[src/rtl/weight_stream_loader_pkg.sv]
// Shared definitions for the weight loading path: FSM state encoding and
// default widths also used by the WeightBuffer and layer-control blocks.
package weight_stream_loader_pkg;

    localparam int DATA_W   = 64;
    localparam int ADDR_LEN = 9;
    localparam int CNT_W    = 16;

    typedef enum logic [1:0] {
        IDLE  = 2'd0,
        LOAD  = 2'd1,
        DRAIN = 2'd2,
        DONE  = 2'd3
    } state_t;

endpackage

[src/rtl/weight_stream_loader_if.sv]
// Stream input and WeightBuffer write port of the weight loader.
//
// Handshakes:
//   stream  : a word moves in a cycle where s_valid && s_ready at the rising
//             edge; while s_valid is high and not taken, the source holds
//             s_data stable.
//   write   : wr_en is only high when wr_ready is high; every cycle with
//             wr_en high is one write of data_wr to wr_addr.
interface weight_stream_loader_if
    import weight_stream_loader_pkg::*;
#(
    parameter int DW = weight_stream_loader_pkg::DATA_W,
    parameter int AW = weight_stream_loader_pkg::ADDR_LEN
);
    logic [DW-1:0] s_data;
    logic          s_valid;
    logic          s_ready;
    logic [DW-1:0] data_wr;
    logic [AW-1:0] wr_addr;
    logic          wr_en;
    logic          wr_ready;

    // Environment side: DMA stream source and WeightBuffer write sink.
    modport master (
        output s_data, s_valid, wr_ready,
        input  s_ready, data_wr, wr_addr, wr_en
    );

    // Loader side.
    modport slave (
        input  s_data, s_valid, wr_ready,
        output s_ready, data_wr, wr_addr, wr_en
    );
endinterface

[src/rtl/weight_stream_loader_skid_fifo2.sv]
// Two-entry FIFO with registered head; simultaneous push and pop is allowed
// whenever the FIFO is non-empty. Caller must not push when full or pop when
// empty.
module skid_fifo2 #(
    parameter int DATA_W = 64
) (
    input  logic              clk,
    input  logic              rst_n,
    input  logic              push,
    input  logic [DATA_W-1:0] push_data,
    input  logic              pop,
    output logic [DATA_W-1:0] head,
    output logic              empty,
    output logic [1:0]        occupancy
);
    logic [DATA_W-1:0] mem [2];
    logic              wr_ptr;
    logic              rd_ptr;
    logic [1:0]        count;

    // Storage, pointers and occupancy count.
    always_ff @(posedge clk or negedge rst_n) begin
        if (!rst_n) begin
            mem[0] <= '0;
            mem[1] <= '0;
            wr_ptr <= 1'b0;
            rd_ptr <= 1'b0;
            count  <= 2'd0;
        end else begin
            if (push) begin
                mem[wr_ptr] <= push_data;
                wr_ptr      <= ~wr_ptr;
            end
            if (pop) begin
                rd_ptr <= ~rd_ptr;
            end
            case ({push, pop})
                2'b10:   count <= count + 2'd1;
                2'b01:   count <= count - 2'd1;
                default: count <= count;
            endcase
        end
    end

    assign head      = mem[rd_ptr];
    assign empty     = (count == 2'd0);
    assign occupancy = count;
endmodule

[src/rtl/weight_stream_loader.sv]
// Loads a block of words from a DMA stream into the WeightBuffer write port,
// starting at a configured address, and pulses done when the last word is
// written.
module weight_stream_loader
    import weight_stream_loader_pkg::*;
#(
    parameter int DATA_W   = weight_stream_loader_pkg::DATA_W,
    parameter int ADDR_LEN = weight_stream_loader_pkg::ADDR_LEN,
    parameter int CNT_W    = weight_stream_loader_pkg::CNT_W
) (
    input  logic                  clk,
    input  logic                  rst_n,
    input  logic                  conf,
    input  logic [ADDR_LEN-1:0]   st_addr,
    input  logic [CNT_W-1:0]      word_num,
    weight_stream_loader_if.slave bus,
    output logic                  busy,
    output logic                  done,
    output logic                  err_cfg,
    output state_t                dbg_state
);
    state_t              state;
    state_t              state_next;
    logic [ADDR_LEN-1:0] addr_q;
    logic [CNT_W-1:0]    rem_acc;
    logic [CNT_W-1:0]    rem_wr;
    logic                err_q;
    logic                s_ready_c;
    logic                write_c;
    logic                accept;
    logic                fifo_empty;
    logic [1:0]          occupancy;
    logic [DATA_W-1:0]   head;

    assign accept = bus.s_valid && s_ready_c;

    skid_fifo2 #(.DATA_W(DATA_W)) u_skid (
        .clk       (clk),
        .rst_n     (rst_n),
        .push      (accept),
        .push_data (bus.s_data),
        .pop       (write_c),
        .head      (head),
        .empty     (fifo_empty),
        .occupancy (occupancy)
    );

    // State register.
    always_ff @(posedge clk or negedge rst_n) begin
        if (!rst_n) begin
            state <= IDLE;
        end else begin
            state <= state_next;
        end
    end

    // Next state plus stream-ready and write-strobe decode.
    always_comb begin
        state_next = state;
        s_ready_c  = 1'b0;
        write_c    = 1'b0;
        case (state)
            IDLE: begin
                if (conf) begin
                    state_next = (word_num == '0) ? DONE : LOAD;
                end
            end
            LOAD: begin
                s_ready_c = (occupancy != 2'd2) && (rem_acc != '0);
                write_c   = !fifo_empty && bus.wr_ready;
                if (bus.s_valid && s_ready_c && (rem_acc == CNT_W'(1))) begin
                    state_next = DRAIN;
                end
            end
            DRAIN: begin
                write_c = !fifo_empty && bus.wr_ready;
                if ((rem_wr == '0) || (write_c && (rem_wr == CNT_W'(1)))) begin
                    state_next = DONE;
                end
            end
            DONE: begin
                state_next = IDLE;
            end
            default: begin
                state_next = IDLE;
            end
        endcase
    end

    // Address and remaining-word counters; loaded by conf in IDLE only.
    always_ff @(posedge clk or negedge rst_n) begin
        if (!rst_n) begin
            addr_q  <= '0;
            rem_acc <= '0;
            rem_wr  <= '0;
        end else if ((state == IDLE) && conf) begin
            addr_q  <= st_addr;
            rem_acc <= word_num;
            rem_wr  <= word_num;
        end else begin
            if (accept) begin
                rem_acc <= rem_acc - CNT_W'(1);
            end
            if (write_c) begin
                addr_q <= addr_q + ADDR_LEN'(1);
                rem_wr <= rem_wr - CNT_W'(1);
            end
        end
    end

    // Sticky configuration error: set by conf outside IDLE, cleared by a
    // conf that is accepted.
    always_ff @(posedge clk or negedge rst_n) begin
        if (!rst_n) begin
            err_q <= 1'b0;
        end else if (conf) begin
            err_q <= (state != IDLE);
        end
    end

    assign bus.s_ready = s_ready_c;
    assign bus.wr_en   = write_c;
    assign bus.data_wr = head;
    assign bus.wr_addr = addr_q;
    assign busy        = (state == LOAD) || (state == DRAIN);
    assign done        = (state == DONE);
    assign err_cfg     = err_q;
    assign dbg_state   = state;
endmodule
[src/flat_wrapper.sv]
// flat-port wrapper written by rule: the top's interface ports become plain ports
module weight_stream_loader_flat import weight_stream_loader_pkg::*;
#(
    parameter int DATA_W   = weight_stream_loader_pkg::DATA_W,
    parameter int ADDR_LEN = weight_stream_loader_pkg::ADDR_LEN,
    parameter int CNT_W    = weight_stream_loader_pkg::CNT_W
)
  (clk, rst_n, conf, st_addr, word_num, busy, done, err_cfg, dbg_state, bus_s_data, bus_s_valid, bus_wr_ready, bus_s_ready, bus_data_wr, bus_wr_addr, bus_wr_en);
  weight_stream_loader_if bus_i ();
  input  logic clk;
  input  logic rst_n;
  input  logic conf;
  input  logic [ADDR_LEN-1:0] st_addr;
  input  logic [CNT_W-1:0] word_num;
  output logic busy;
  output logic done;
  output logic err_cfg;
  output state_t dbg_state;
  input wire logic [$bits(bus_i.s_data)-1:0] bus_s_data;
  input wire logic [$bits(bus_i.s_valid)-1:0] bus_s_valid;
  input wire logic [$bits(bus_i.wr_ready)-1:0] bus_wr_ready;
  output wire logic [$bits(bus_i.s_ready)-1:0] bus_s_ready;
  output wire logic [$bits(bus_i.data_wr)-1:0] bus_data_wr;
  output wire logic [$bits(bus_i.wr_addr)-1:0] bus_wr_addr;
  output wire logic [$bits(bus_i.wr_en)-1:0] bus_wr_en;
  assign bus_i.s_data = bus_s_data;
  assign bus_i.s_valid = bus_s_valid;
  assign bus_i.wr_ready = bus_wr_ready;
  assign bus_s_ready = bus_i.s_ready;
  assign bus_data_wr = bus_i.data_wr;
  assign bus_wr_addr = bus_i.wr_addr;
  assign bus_wr_en = bus_i.wr_en;
  weight_stream_loader #(.DATA_W(DATA_W), .ADDR_LEN(ADDR_LEN), .CNT_W(CNT_W)) u_core (.clk(clk), .rst_n(rst_n), .conf(conf), .st_addr(st_addr), .word_num(word_num), .bus(bus_i), .busy(busy), .done(done), .err_cfg(err_cfg), .dbg_state(dbg_state));
endmodule
[config.mk]
export PLATFORM = sky130hd
export DESIGN_NAME = weight_stream_loader_flat
export DESIGN_NICKNAME = d
export VERILOG_FILES = /design/src/rtl/weight_stream_loader_pkg.sv /design/src/rtl/weight_stream_loader_if.sv /design/src/rtl/weight_stream_loader_skid_fifo2.sv /design/src/rtl/weight_stream_loader.sv /design/src/flat_wrapper.sv
export SDC_FILE = /design/constraint.sdc
export NUM_CORES = 1
export LEC_CHECK = 0
export CAP_MARGIN = 15
export CORE_ASPECT_RATIO = 0.8
export CORE_MARGIN = 5
export CORE_UTILIZATION = 30
export CTS_BUF_LIST = sky130_fd_sc_hd__clkbuf_4 sky130_fd_sc_hd__clkbuf_8
export DETAILED_ROUTE_END_ITERATION = 12
export PLACE_DENSITY = 0.53
export SLEW_MARGIN = 20
export SYNTH_ARGS = -nofsm -noshare
export SYNTH_HDL_FRONTEND = slang
export SYNTH_SLANG_ARGS = --single-unit
[constraint.sdc]
create_clock -name clk -period 2.3 [get_ports clk]
set_input_delay 0.46 -clock clk [delete_from_list [all_inputs] [get_ports clk]]
set_output_delay 0.46 -clock clk [all_outputs]
set_load 0.03 [all_outputs]
==> results of run 1 <==
power breakdown:
part           total, uW  leakage, uW  internal, uW  switching (uW)
Combinational       9300      0.00261          4510            4790
Clock               2130     0.000186           898            1240
Sequential          5740      0.00206          4680            1060
Total              17200      0.00486         10100            7090
stage by stage:
stage / TNS (ns) / instance area [sq um] / instances / utilization
floorplan: 0 / 8620 / 629 / -
global placement: 0 / 11000 / 1184 / 0.390
detailed placement: 0 / 11000 / 1184 / 0.390
CTS: -1.51 / 11500 / 1221 / 0.406
global route: -0.902 / 11400 / 1230 / 0.402
finish: -0.00483 / 11400 / 1230 / 0.402
worst max-delay path: stages, from the launching register on:
cell and delay (ns):
dfrtp_2 0.42, buf_12 0.13, buf_12 0.12, mux2_2 0.33, dlygate4sd2_1 0.38
kinds of logic (layout without fill, tap and decap cells):
| group | after synthesis | after routing | synth area share |
|---|---|---|---|
| compound gates | 61 | 61 | 0.0452 |
| xor+xnor | 38 | 38 | 0.0386 |
| fa+ha+maj | 13 | 13 | 0.0189 |
| buf+inv | 40 | 271 | 0.0321 |
| flops | 176 | 176 | 0.511 |
| mux | 195 | 195 | 0.281 |
| simple gates | 106 | 106 | 0.0731 |
path summary, 6_finish.rpt:
path                            cells past startpoint  slack, ns                              start                                end
worst max-delay path                                4     -0.005   u_core.u_skid.rd_ptr$_DFFE_PN0P_                    bus_data_wr[63]
worst min-delay path                                2       0.49                              rst_n  u_core.u_skid.mem[16]$_DFFE_PN0P_
worst max register to register                      8       0.12    u_core.dbg_state[0]$_DFFE_PN0P_  u_core.u_skid.mem[50]$_DFFE_PN0P_
worst min register to register                      1       0.50  u_core.u_skid.mem[33]$_DFFE_PN0P_  u_core.u_skid.mem[33]$_DFFE_PN0P_
max in group asynchronous                           3       1.18                              rst_n  u_core.u_skid.mem[46]$_DFFE_PN0P_
min in group clk                                    1       0.50  u_core.u_skid.mem[33]$_DFFE_PN0P_  u_core.u_skid.mem[33]$_DFFE_PN0P_
cell type report:
cell class,count,area [sq um],area share
clock inverter,14,129,0.0113
tap,370,463,0.0407
clock buffer,18,248,0.0218
multi-input combinational,413,3970,0.349
inverter,11,43.8,0.00385
sequential,176,4410,0.388
timing repair buffer,228,2110,0.186
cells in the mapped netlist, types with 2 or more instances:
cell / n / area (sq um)
dfrtp_1: 176 / 4400
mux2_2: 126 / 1420
mux2_4: 60 / 901
nor2_1: 39 / 146
a21oi_1: 34 / 170
xnor2_1: 21 / 184
xor2_1: 17 / 149
clkbuf_1: 14 / 52.6
ha_1: 13 / 163
nand4_1: 13 / 81.3
inv_1: 10 / 37.5
nor3_1: 9 / 45.0
buf_4: 7 / 52.6
nand2_1: 7 / 26.3
a31oi_1: 6 / 37.5
buf_12: 6 / 120
mux2_1: 6 / 67.6
o211ai_1: 6 / 45.0
nand3_1: 5 / 25.0
nor4_1: 5 / 31.3
and3_1: 4 / 25.0
nand2b_1: 4 / 25.0
o21ai_0: 4 / 20.0
mux2i_1: 3 / 30.0
nor4b_1: 3 / 26.3
o2111ai_1: 3 / 26.3
buf_2: 2 / 10.0
nor3b_1: 2 / 15.0
nor4_4: 2 / 42.5
o211a_1: 2 / 20.0
o41ai_1: 2 / 17.5
state kept, by name, indices dropped and copies added (netlist names):
name,flops
u_core.u_skid.occupancy,2
u_core.u_skid.wr_ptr,1
u_core.err_cfg,1
u_core.dbg_state,2
u_core.rem_acc,16
u_core.u_skid.mem,128
u_core.bus.wr_addr,9
u_core.u_skid.rd_ptr,1
u_core.rem_wr,16
what timing repair did:
item | 4_1_cts | 5_1_grt
gates cloned | 0 | 4
resized for setup | 159 | 105
endpoints found under the setup margin | 66 | 66
pin swaps | 1 | 2
hold buffers | 1 | 0
setup buffers | 4 | 6
hold endpoints to repair | 38 | 0
routing by layer:
| metal | vias to the layer above | GRT usage | wire [microns] |
|---|---|---|---|
| met5 | - | 0 | 0 |
| met4 | 0 | 0.0302 | 206 |
| met3 | 13 | 0.0405 | 1310 |
| met2 | 145 | 0.183 | 8770 |
| met1 | 2812 | 0.206 | 11600 |
| li1 | 2697 | - | - |
==> out/summary.txt, run 1 <==
status - complete, but fails checks
failing checks - setup timing
Slew headroom - 0.642
Place WS - 0.00411 ns
Area Overhead vs Synth - 32.0%
via count - 5667
Nets - 954
synthesized area - 8610 sq um
Die Y - 162 microns
fin crit period - 2.30 ns
most common cell after layout, fill and taps aside - dfrtp_1
Critical Path AT - 1.84 ns
crit start category - flip-flop
Tcrit/Tclk final - 1.00
f_max - 434 MHz
drt drc - 0
ANT cells - 0
worst-skew pair later-pin latency - 0.46 ns
placed wire-length estimate - 14.9 mm
Initial Util - 0.304
TritonCTS clock tree - done
Die Wd - 199 microns
crit end category - output pin
number of enable flip-flop cells after synthesis - 0
total gr overflow - 0
Layout fillers - 2737
Hold WS - 0.491 ns
Hold Path Class - in -> async
initial antenna violation count - 0
Async S/R FF share, synth - 1.00
static leakage - 0.00486 uW
Pwr Total - 17200 uW
Max Clock Skew - 0.0143 ns
post-route antenna net violation count - 0
ys flop type - dfrtp_1
number of DRC markers in iteration 0 - 137
RD Place Congestion - 0.739
endpoints failing setup - 1
largest net degree at the start of global routing - 50
Final Hold Vio Count - 0
Buffers on Ports - 173
drt total wl - 21.9 mm
Yosys reg bits - 176
first-pass GRT wire length - 34.1 mm
vias in the first global route - 6007
crit path kind - reg -> out
Clk pin slew, worst setup/hold paths - 0.09 ns
PwrDens - 1510 nW/um^2
Ys Warns - 0
RSZ-0062 raised after global routing - true
layout cells sized above 1 - 0.402
Synth Area per Inst - 13.7 sq um
vias per inst - 4.61
Num CTS Buffers - 17
WP data required - 1.84 ns
cell count after synthesis - 629
core area - 28300 sq um
worst-margin pin slew - 0.534 ns
CTS H-tree lvls - 4
std cell rows - 55
sequential fraction of the synthesis area - 0.511
final worst slack - -0.00483 ns
Syn Nets - 736
Clock Tree Buf Depth - 2
CTS root buffer - clkbuf_8
gr usage total - 0.134
most frequent cells in the layout - dfrtp_1, mux2_2, clkdlybuf4s50_1
max-slew violation count - 0
# Max-Cap Violations - 0
Distinct cells, synth - 49
Peak supply drop - 0.000678 V
clk sinks - 176
Crit Path Max Fanout - 7
router iterations before antenna repair - 5
die area - 32200 sq um
io pins - 174
Wirelength per Cell - 17.8 microns
No activity file was read; power rests on OpenSTA's default activity.
==> inputs of run 2 (changes only) <==
--- a/config.mk
+++ b/config.mk
@@ -6,8 +6,7 @@
 export NUM_CORES = 1
 export LEC_CHECK = 0
 export CAP_MARGIN = 15
-export CORE_ASPECT_RATIO = 0.8
-export CORE_MARGIN = 5
+export CORE_ASPECT_RATIO = 0.5
 export CORE_UTILIZATION = 30
 export CTS_BUF_LIST = sky130_fd_sc_hd__clkbuf_4 sky130_fd_sc_hd__clkbuf_8
 export DETAILED_ROUTE_END_ITERATION = 12
==> out/summary.txt, run 2 (synthesis gave the netlist of run 1 again) <==
status - complete, no violations
endpoints failing setup - 0 (-1)
slowest stage delay, CP - 0.43 ns (about the same)
Largest regs - u_core.u_skid.mem x128, u_core.rem_acc x16, u_core.rem_wr x16
initial antenna violation count - 0 (unchanged)
Tcrit/Tclk final - 0.982 (-0.0203)
CP max stage cell - dfrtp_2
total gr overflow - 0 (unchanged)
most frequent cells in the layout - dfrtp_1, mux2_2, clkdlybuf4s50_1
Top reg by flops - u_core.u_skid.mem
Final Hold Vio Count - 0 (unchanged)
CP Cell Sequence - buf_6 -> buf_8 -> clkbuf_16 -> mux2_2 -> buf_6
TritonCTS clock tree - done
post-route antenna net violation count - 0 (unchanged)
CTS root buffer - clkbuf_8
router iterations before antenna repair - 4 (-1)
placed wire-length estimate - 14.4 mm (-3.4%)
reg2reg start - u_core.dbg_state[0]$_DFFE_PN0P_
Clock Tree Buf Depth - 2 (unchanged)
f_max - 443 MHz (+2.1%)
Core Util, Final - 0.410 (+0.00843)
PwrDens - 1540 nW/um^2 (+1.7%)
crit path kind - reg -> out
Buffers on Ports - 173 (unchanged)
Hold Path Class - in -> async
ANT cells - 0 (unchanged)
Placement Cell Area - 11000 sq um (-0.48%)
gr usage total - 0.144 (+0.0105)
layout cells sized above 1 - 0.426 (+0.0238)
most common cell after layout, fill and taps aside - dfrtp_1
placed cells - 1187 (+0.25%)
Slew headroom - 0.649 (+0.00621)
Crit Path Max Fanout - 7 (unchanged)
core area - 28000 sq um (-1.1%)
Die Wd - 242 microns (+21%)
CTS H-tree lvls - 4 (unchanged)
clk sinks - 176 (unchanged)
static leakage - 0.00487 uW (+0.30%)
Clk pin slew, worst setup/hold paths - 0.10 ns (about the same)
Critical Path AT - 1.80 ns (-0.04 ns)
vias per inst - 4.59 (-0.38%)
RSZ-0062 raised after global routing - true
final worst slack - 0.0419 ns (+0.0467 ns)
Die Y - 122 microns (-25%)
WP data required - 1.84 ns (about the same)
Place WS - -0.0441 ns (-0.0483 ns)
Final TNS setup - 0 ns (+0.00483 ns)
vias in the first global route - 6020 (+0.22%)
# Max-Cap Violations - 0 (unchanged)
max-slew violation count - 0 (unchanged)
io pins - 174 (unchanged)
Peak supply drop - 0.000667 V (-1.6%)
via count - 5696 (+0.51%)
first-pass GRT wire length - 33.0 mm (-3.3%)
Initial Util - 0.308 (+0.00334)
RD Place Congestion - 0.762 (+3.2%)
std cell rows - 43 (-22%)
largest net degree at the start of global routing - 67 (+34%)
CP top delay family - buffers and inverters
R2R setup slack - 0.16 ns (+0.04 ns)
final std cells w/o fill - 1241 (+0.89%)
Max Clock Skew - 0.0187 ns (+0.00430 ns)
worst-skew pair later-pin latency - 0.49 ns (+0.03 ns)
Nets - 953 (-0.10%)
fin crit period - 2.26 ns (-0.0467 ns)
Critical path buffers and inverters - 4 (+1)
worst-margin pin slew - 0.523 ns (-0.0110 ns)
Num CTS Buffers - 17 (unchanged)
Crit Reg-Reg Endpoint - u_core.rem_acc[13]$_DFFE_PN0P_
drt drc - 0 (unchanged)
Area Overhead vs Synth - 33.3%
die area - 29400 sq um (-8.7%)
crit start category - flip-flop
reg2reg path depth - 7 (-1)
CP most frequent cell - buf_6
number of DRC markers in iteration 0 - 217 (+58%)
Wirelength per Cell - 16.9 microns (-4.6%)
max reg flops - 128 (unchanged)
drt total wl - 21.0 mm (-3.8%)
final instance area - 11500 sq um (+0.99%)
crit end category - output pin
run 2: worst max-delay path by stage:
stage / start / depth (start not counted) / slack, ns / end
4_1_cts: u_core.u_skid.rd_ptr$_DFFE_PN0P_ / 4 / -0.13 / bus_data_wr[20]
3_3_place_gp: bus_s_valid / 6 / -0.008 / u_core.rem_acc[13]$_DFFE_PN0P_
6_report: u_core.u_skid.rd_ptr$_DFFE_PN0P_ / 5 / 0.04 / bus_data_wr[44]
5_1_grt: u_core.u_skid.rd_ptr$_DFFE_PN0P_ / 5 / -0.06 / bus_data_wr[44]
2_1_floorplan: u_core.dbg_state[1]$_DFFE_PN0P_ / 8 / 0.06 / u_core.u_skid.occupancy[1]$_DFFE_PN0P_
3_5_place_dp: bus_s_valid / 6 / -0.04 / u_core.rem_acc[13]$_DFFE_PN0P_
run 2: cell type report:
class	instances	area, sq um
flip-flops and latches	176	4410
fillers	2675	16500
clock inverters	14	179
inverters	11	43.8
multi-input cells	413	3970
well taps	382	478
repair buffers	227	2150
clock buffers	18	248
run 2: worst register-to-register path, delay by kind of cell (launching register included):
kind,cells,cell delay (ns)
buf+inv,2,0.28
flops,1,0.40
fa+ha+maj,1,0.26
simple gates,2,0.74
compound gates,2,0.39
run 2: stage by stage:
step | power (uW) | hold WS (ns)
2_1_floorplan | 12000 | 0.164
3_3_place_gp | 15300 | 0.444
3_5_place_dp | 15400 | 0.444
4_1_cts | 17700 | 0.446
5_1_grt | 18700 | 0.481
6_report | 17600 | 0.480
run 2: repair_timing:
item,CTS,global route
hold endpoints to repair,45,0
endpoints found under the setup margin,66,51
resized for setup,278,84
pin swaps,5,5
cloned,1,2
hold buffers,1,0
setup buffers,13,6
run 2: layer usage:
layer | vias up | global-route usage | wire [microns]
met1 | 2906 | 0.183 | 9580
met2 | 77 | 0.246 | 10600
li1 | 2697 | - | -
met4 | 0 | 0.0514 | 280
met5 | - | 0 | 0
met3 | 16 | 0.0311 | 548
run 2: report_power, final:
| part | total, uW | internal (uW) | switching, uW |
|---|---|---|---|
| Sequential | 5750 | 4690 | 1060 |
| Combinational | 9530 | 4720 | 4810 |
| Clock | 2360 | 1120 | 1230 |
